===== src/rtl/adc0809_emulator.sv =====
// Emulates the ADC0809 ALE/START/EOC/OE handshake, taking each channel's level from ch_values.
// Optional feature: define ADC_EMU_NOISE_EN to add +/-1 LSB LFSR dither to each captured sample.
module adc0809_emulator #(
    parameter int EOC_DELAY   = 8,
    parameter int CONV_CYCLES = 64
) (
    input  logic        clk_500khz,
    input  logic        rst_n,
    input  logic        adc_ale,
    input  logic        adc_start,
    input  logic        adc_oe,
    input  logic [2:0]  adc_addr,
    input  logic [63:0] ch_values,
    output logic        adc_eoc,
    output logic [7:0]  adc_data_out,
    output logic        busy
);
    typedef enum logic [1:0] {
        S_IDLE,
        S_ARMED,
        S_DELAY,
        S_CONVERT
    } state_t;

    localparam logic [7:0] DELAY_LAST = 8'(EOC_DELAY - 1);
    localparam logic [7:0] CONV_LAST  = 8'(CONV_CYCLES - 1);

    state_t      state_q, state_d;
    logic        ale_q, start_q;
    logic        ale_rise, start_rise, start_fall;
    logic [2:0]  addr_q, addr_d;
    logic [7:0]  cnt_q, cnt_d;
    logic [7:0]  sample_q, sample_d;
    logic [7:0]  out_q, out_d;
    logic [7:0]  captured;
    logic [7:0]  ch_level [8];

    for (genvar gi = 0; gi < 8; gi++) begin : g_ch
        assign ch_level[gi] = ch_values[8*gi +: 8];
    end

    // ale_q/start_q hold last cycle's pin levels for edge detection
    assign ale_rise   = adc_ale & ~ale_q;
    assign start_rise = adc_start & ~start_q;
    assign start_fall = ~adc_start & start_q;

`ifdef ADC_EMU_NOISE_EN
    logic [15:0] lfsr_q, lfsr_d;
    logic [7:0]  raw_level;

    always_comb begin
        lfsr_d    = {lfsr_q[14:0], lfsr_q[15] ^ lfsr_q[13] ^ lfsr_q[12] ^ lfsr_q[10]};
        raw_level = ch_level[addr_q];
        captured  = raw_level;
        if (lfsr_q[1:0] == 2'b00 && raw_level != 8'h00) begin
            captured = raw_level - 8'd1;
        end else if (lfsr_q[1:0] == 2'b11 && raw_level != 8'hFF) begin
            captured = raw_level + 8'd1;
        end
    end

    always_ff @(posedge clk_500khz) begin
        if (!rst_n) begin
            lfsr_q <= 16'hACE1;
        end else begin
            lfsr_q <= lfsr_d;
        end
    end
`else
    assign captured = ch_level[addr_q];
`endif

    always_comb begin
        state_d  = state_q;
        cnt_d    = cnt_q;
        sample_d = sample_q;
        out_d    = out_q;
        addr_d   = ale_rise ? adc_addr : addr_q;
        case (state_q)
            S_IDLE: begin
                if (start_rise) state_d = S_ARMED;
            end
            S_ARMED: begin
                if (start_fall) begin
                    state_d = S_DELAY;
                    cnt_d   = 8'd0;
                end
            end
            S_DELAY: begin
                // a new START rise restarts the handshake; the output latch is untouched
                if (start_rise) begin
                    state_d = S_ARMED;
                end else if (cnt_q == DELAY_LAST) begin
                    state_d  = S_CONVERT;
                    cnt_d    = 8'd0;
                    sample_d = captured;
                end else begin
                    cnt_d = cnt_q + 8'd1;
                end
            end
            S_CONVERT: begin
                if (start_rise) begin
                    state_d = S_ARMED;
                end else if (cnt_q == CONV_LAST) begin
                    state_d = S_IDLE;
                    out_d   = sample_q;
                end else begin
                    cnt_d = cnt_q + 8'd1;
                end
            end
            default: state_d = S_IDLE;
        endcase
    end

    always_ff @(posedge clk_500khz) begin
        if (!rst_n) begin
            state_q  <= S_IDLE;
            ale_q    <= 1'b0;
            start_q  <= 1'b0;
            addr_q   <= 3'd0;
            cnt_q    <= 8'd0;
            sample_q <= 8'h00;
            out_q    <= 8'h00;
        end else begin
            state_q  <= state_d;
            ale_q    <= adc_ale;
            start_q  <= adc_start;
            addr_q   <= addr_d;
            cnt_q    <= cnt_d;
            sample_q <= sample_d;
            out_q    <= out_d;
        end
    end

    assign adc_eoc      = (state_q != S_CONVERT);
    assign busy         = (state_q != S_IDLE);
    assign adc_data_out = adc_oe ? out_q : 8'h00;

endmodule


===== config.mk =====
export PLATFORM = sky130hd
export DESIGN_NAME = adc0809_emulator
export DESIGN_NICKNAME = d
export VERILOG_FILES = /design/src/rtl/adc0809_emulator.sv
export SDC_FILE = /design/constraint.sdc
export NUM_CORES = 1
export LEC_CHECK = 0
export ABC_AREA = 1
export CORE_MARGIN = 4
export CORE_UTILIZATION = 44
export DETAILED_ROUTE_END_ITERATION = 8
export GPL_ROUTABILITY_DRIVEN = 0
export GPL_TIMING_DRIVEN = 0
export PLACE_DENSITY = 0.81
export SLEW_MARGIN = 20
export SYNTH_ARGS = -nofsm -noshare
export SYNTH_HDL_FRONTEND = slang
export SYNTH_SLANG_ARGS = --single-unit

===== constraint.sdc =====
create_clock -name clk_500khz -period 1.7 [get_ports clk_500khz]
set_input_delay 0.34 -clock clk_500khz [delete_from_list [all_inputs] [get_ports clk_500khz]]
set_output_delay 0.34 -clock clk_500khz [all_outputs]
set_load 0.005 [all_outputs]

==> results summary <==
The reg-to-reg setup timing slack came out at 0.11 ns. The synthesized area divided by synthesized cell count is 5.95 µm². For the pin with the worst max-slew slack, the measured transition is 0.458 ns. The adder and majority gate portion of the synthesized area is 0.00608. The total overflow reported by the global router came out at 0.

The share of the synthesized area in compound gates (AO/OA/AOI/OAI) is 0.142. The source-to-sink clock delay at the later pin of the worst-skew pair came out at 0.28 ns. The post-placement cell count came out at 477. The total of flip-flops plus latches after synthesis is 31. The effective utilization at floorplan came out at 0.463. After synthesis, the largest family of logic cells by area is simple AND/OR/NAND/NOR gates. The relative slew slack came out at 0.695. The boundary pin count is 82. The tightest min-delay check is of the reg2reg type. The floorplan has 24 rows. The area fraction in and, or, nand and nor cells after synthesis is 0.448. The area share of xor/xnor cells in the synthesized design is 0.00425. The final number of hold-violating endpoints is 0.

In this design, the largest share of critical-path delay is due to buffers and inverters. The via count of the first global-routing pass came out at 2,310. The worst hold slack after final layout is 0.468 ns. The total cell area at the placement stage is 2920 µm². The number of nets with antenna violations after routing is 0. In this run the static leakage power is 1.37 nW. The TritonCTS clock tree is done.

After detailed routing, the number of vias per cell comes to 5.03. The count of buffers inserted at the top-level ports came out at 79. For this run, the top clock speed supported by timing is 617 MHz. The count of endpoints failing setup in the final report is 0. The number of CTS-inserted buffers is 5. The H-tree level count came out at 2. The portion of synthesized area spent on multiplexers is 0. Relative to the synthesized area, the layout overhead comes to 49.9%. For this run, design rule violations remaining after detail routing come to 0. The type of origin of the critical path is a flop. The async set or reset register ratio after synthesis is 0. STA classifies the critical path endpoint as an output pin. The CTS sink count is 31. The maximum vdd drop came out at 0.408 mV. After clock tree synthesis, the clock-pin slew on the worst setup and hold paths is 0.06 ns. The core utilization of the finished layout came out at 0.695. The max capacitance violation total came out at 0. The run finished with clean final reports. Power comes to 0.00198 W. The register area share after synthesis came out at 0.301. The worst-case clock skew is 0.00296 ns. The width of the chip is 76.4 µm. The yosys synthesis warning count came out at 0. In the final routed layout, each cell accounts on average for 12.5 µm.

STA puts the critical path data required time at 1.36 ns. Along the worst path, the maximum fanout reaches 6. The filler-free cell count of the finished design is 490. 0 antenna diodes ended up in the layout. The critical path arrival came out at 1.28 ns. The library cell used as clock root buffer is clkbuf_8. The half-perimeter wire length after detailed placement is 4.86 mm. The synthesized instance count is 346. The maximum clock path buffer count is 2.

The routed via count is 2,466. The post-layout net count is 510. The clock period could shrink to 1.62 ns. The total buffers and inverters traversed by the critical path came out at 1. The post-synthesis net count came out at 419. In the global route stage, overall resource usage came out at 0.213.

The number of unique standard cell types used by synthesis came out at 30. The final cycle utilization of the critical path came out at 0.953. The maximum number of pins on one net before global-route repair came out at 11.

The first global-routing pass estimated 10.2 mm of wire. In the final layout, the share of cells above drive strength 1 is 0.114. The largest stage delay on the critical path came out at 0.52 ns. Walking the worst path, the cells encountered are nand2_1 > clkdlybuf4s50_1. The placeable core region is 4440 µm². The total routed wirelength came out at 6.15 mm. The summed area of non-filler cells in the final layout came out at 3090 µm². The area of the die came out at 5840 µm².

The total iterations of the first detailed-routing run came out at 4. The floorplan die height is 76.4 µm. The cell area that synthesis handed to floorplanning was 2060 µm². The largest individual stage delay along the critical path comes from the cell clkdlybuf4s50_1. The final max-slew violation count is 0.

For this block, the initial DRC count from the detailed router was 108. In this run, synthesis inferred 0 flip-flops with an integrated enable. By startpoint and endpoint, the worst setup path is classified as reg2out.

In the synthesized netlist the dominant register cell turns out to be dfxtp_1. The areal power density over the cells came out at 642 nW/µm². The initial antenna violation count came out at 0.
[what timing repair did]
item                                    in CTS  in global routing
setup buffers                                0                  6
hold buffers                                 0                  0
endpoints found under the setup margin       0                 18
resized for setup                            0                  7
[cell usage in the layout (no fill, tap or decap), types with 3 or more instances in the layout]
master and count:
a21oi_1 13, inv_1 26, nand3_1 37, nand2_1 73, o21ai_0 38, nor2_1 79, clkdlybuf4s50_1 79, dfxtp_1 28
clkbuf_1 5, buf_2 6, buf_4 7, inv_2 5, nand2_2 5, clkbuf_8 6, dfxtp_2 3
[routing by layer]
metal  part of all wire  global-route usage
met5                  0                   0
met4              0.022              0.0652
met3              0.055              0.0520
met2               0.50               0.388
met1               0.42               0.242
[power by group]
group          internal (W)  switching (W)
logic              0.000249       0.000220
clock network      0.000474       0.000276
registers          0.000745      0.0000193
total               0.00147       0.000515
[logic make-up after synthesis]
kind of cell / Yosys count
xor gates and xnor gates: 1
buffers and inverters: 50
AOI/OAI and AO/OA: 55
DFF: 31
adders and majority gates: 1
and+or+nand+nor: 208
[Yosys cell counts, types with 2 or more instances]
cell type,number,share of area
nand4_1,2,0.0061
clkinv_1,3,0.0055
buf_2,6,0.015
a21oi_1,13,0.032
nand2_1,73,0.13
nand3_1,37,0.090
nand2_2,5,0.015
dfxtp_1,31,0.30
nand3_2,2,0.0097
o21ai_0,39,0.095
inv_1,26,0.047
inv_2,6,0.011
clkbuf_1,6,0.011
nor2_4,2,0.011
nor2_2,2,0.0061
nor2_1,79,0.14
[worst reg2reg max path, stage by stage (launching register included)]
cell and delay, ns:
dfxtp_1 0.36, ha_2 0.23, nand2_2 0.09, nor2_4 0.17, nand3_4 0.18, nor2_8 0.18, inv_2 0.09, nor2_1 0.12
nor2_1 0.07
[area by class of cell]
class	instances	area (µm²)
Buffer	13	61.3
Sequential cell	31	624
Clock inverter	2	35.0
Inverter	36	144
Tap cell	52	65.1
Timing Repair Buffer	85	836
Clock buffer	6	82.6
Multi-Input combinational cell	265	1240
Fill cell	379	1360
[metrics by stage]
step | worst slack (ns) | setup TNS [ns]
2_1_floorplan | 0.325 | 0
3_3_place_gp | -0.132 | -0.983
3_5_place_dp | -0.132 | -1.07
4_1_cts | 0.0129 | 0
5_1_grt | -0.0185 | -0.0189
6_report | 0.0797 | 0
[flip-flops by register name (all words and copies together) (netlist names)]
signal,count
sample_q,8
out_q,8
start_q,1
addr_q,3
ale_q,1
cnt_q,8
state_q,2
[worst paths after layout]
path,startpoint,cells after the start,endpoint
max,state_q[0],2,adc_eoc
min,sample_q[4],2,sample_q[4]
max reg2reg,cnt_q[1],8,out_q[5]
min reg2reg,sample_q[4],2,sample_q[4]
No activity file was read; power rests on OpenSTA's default activity.
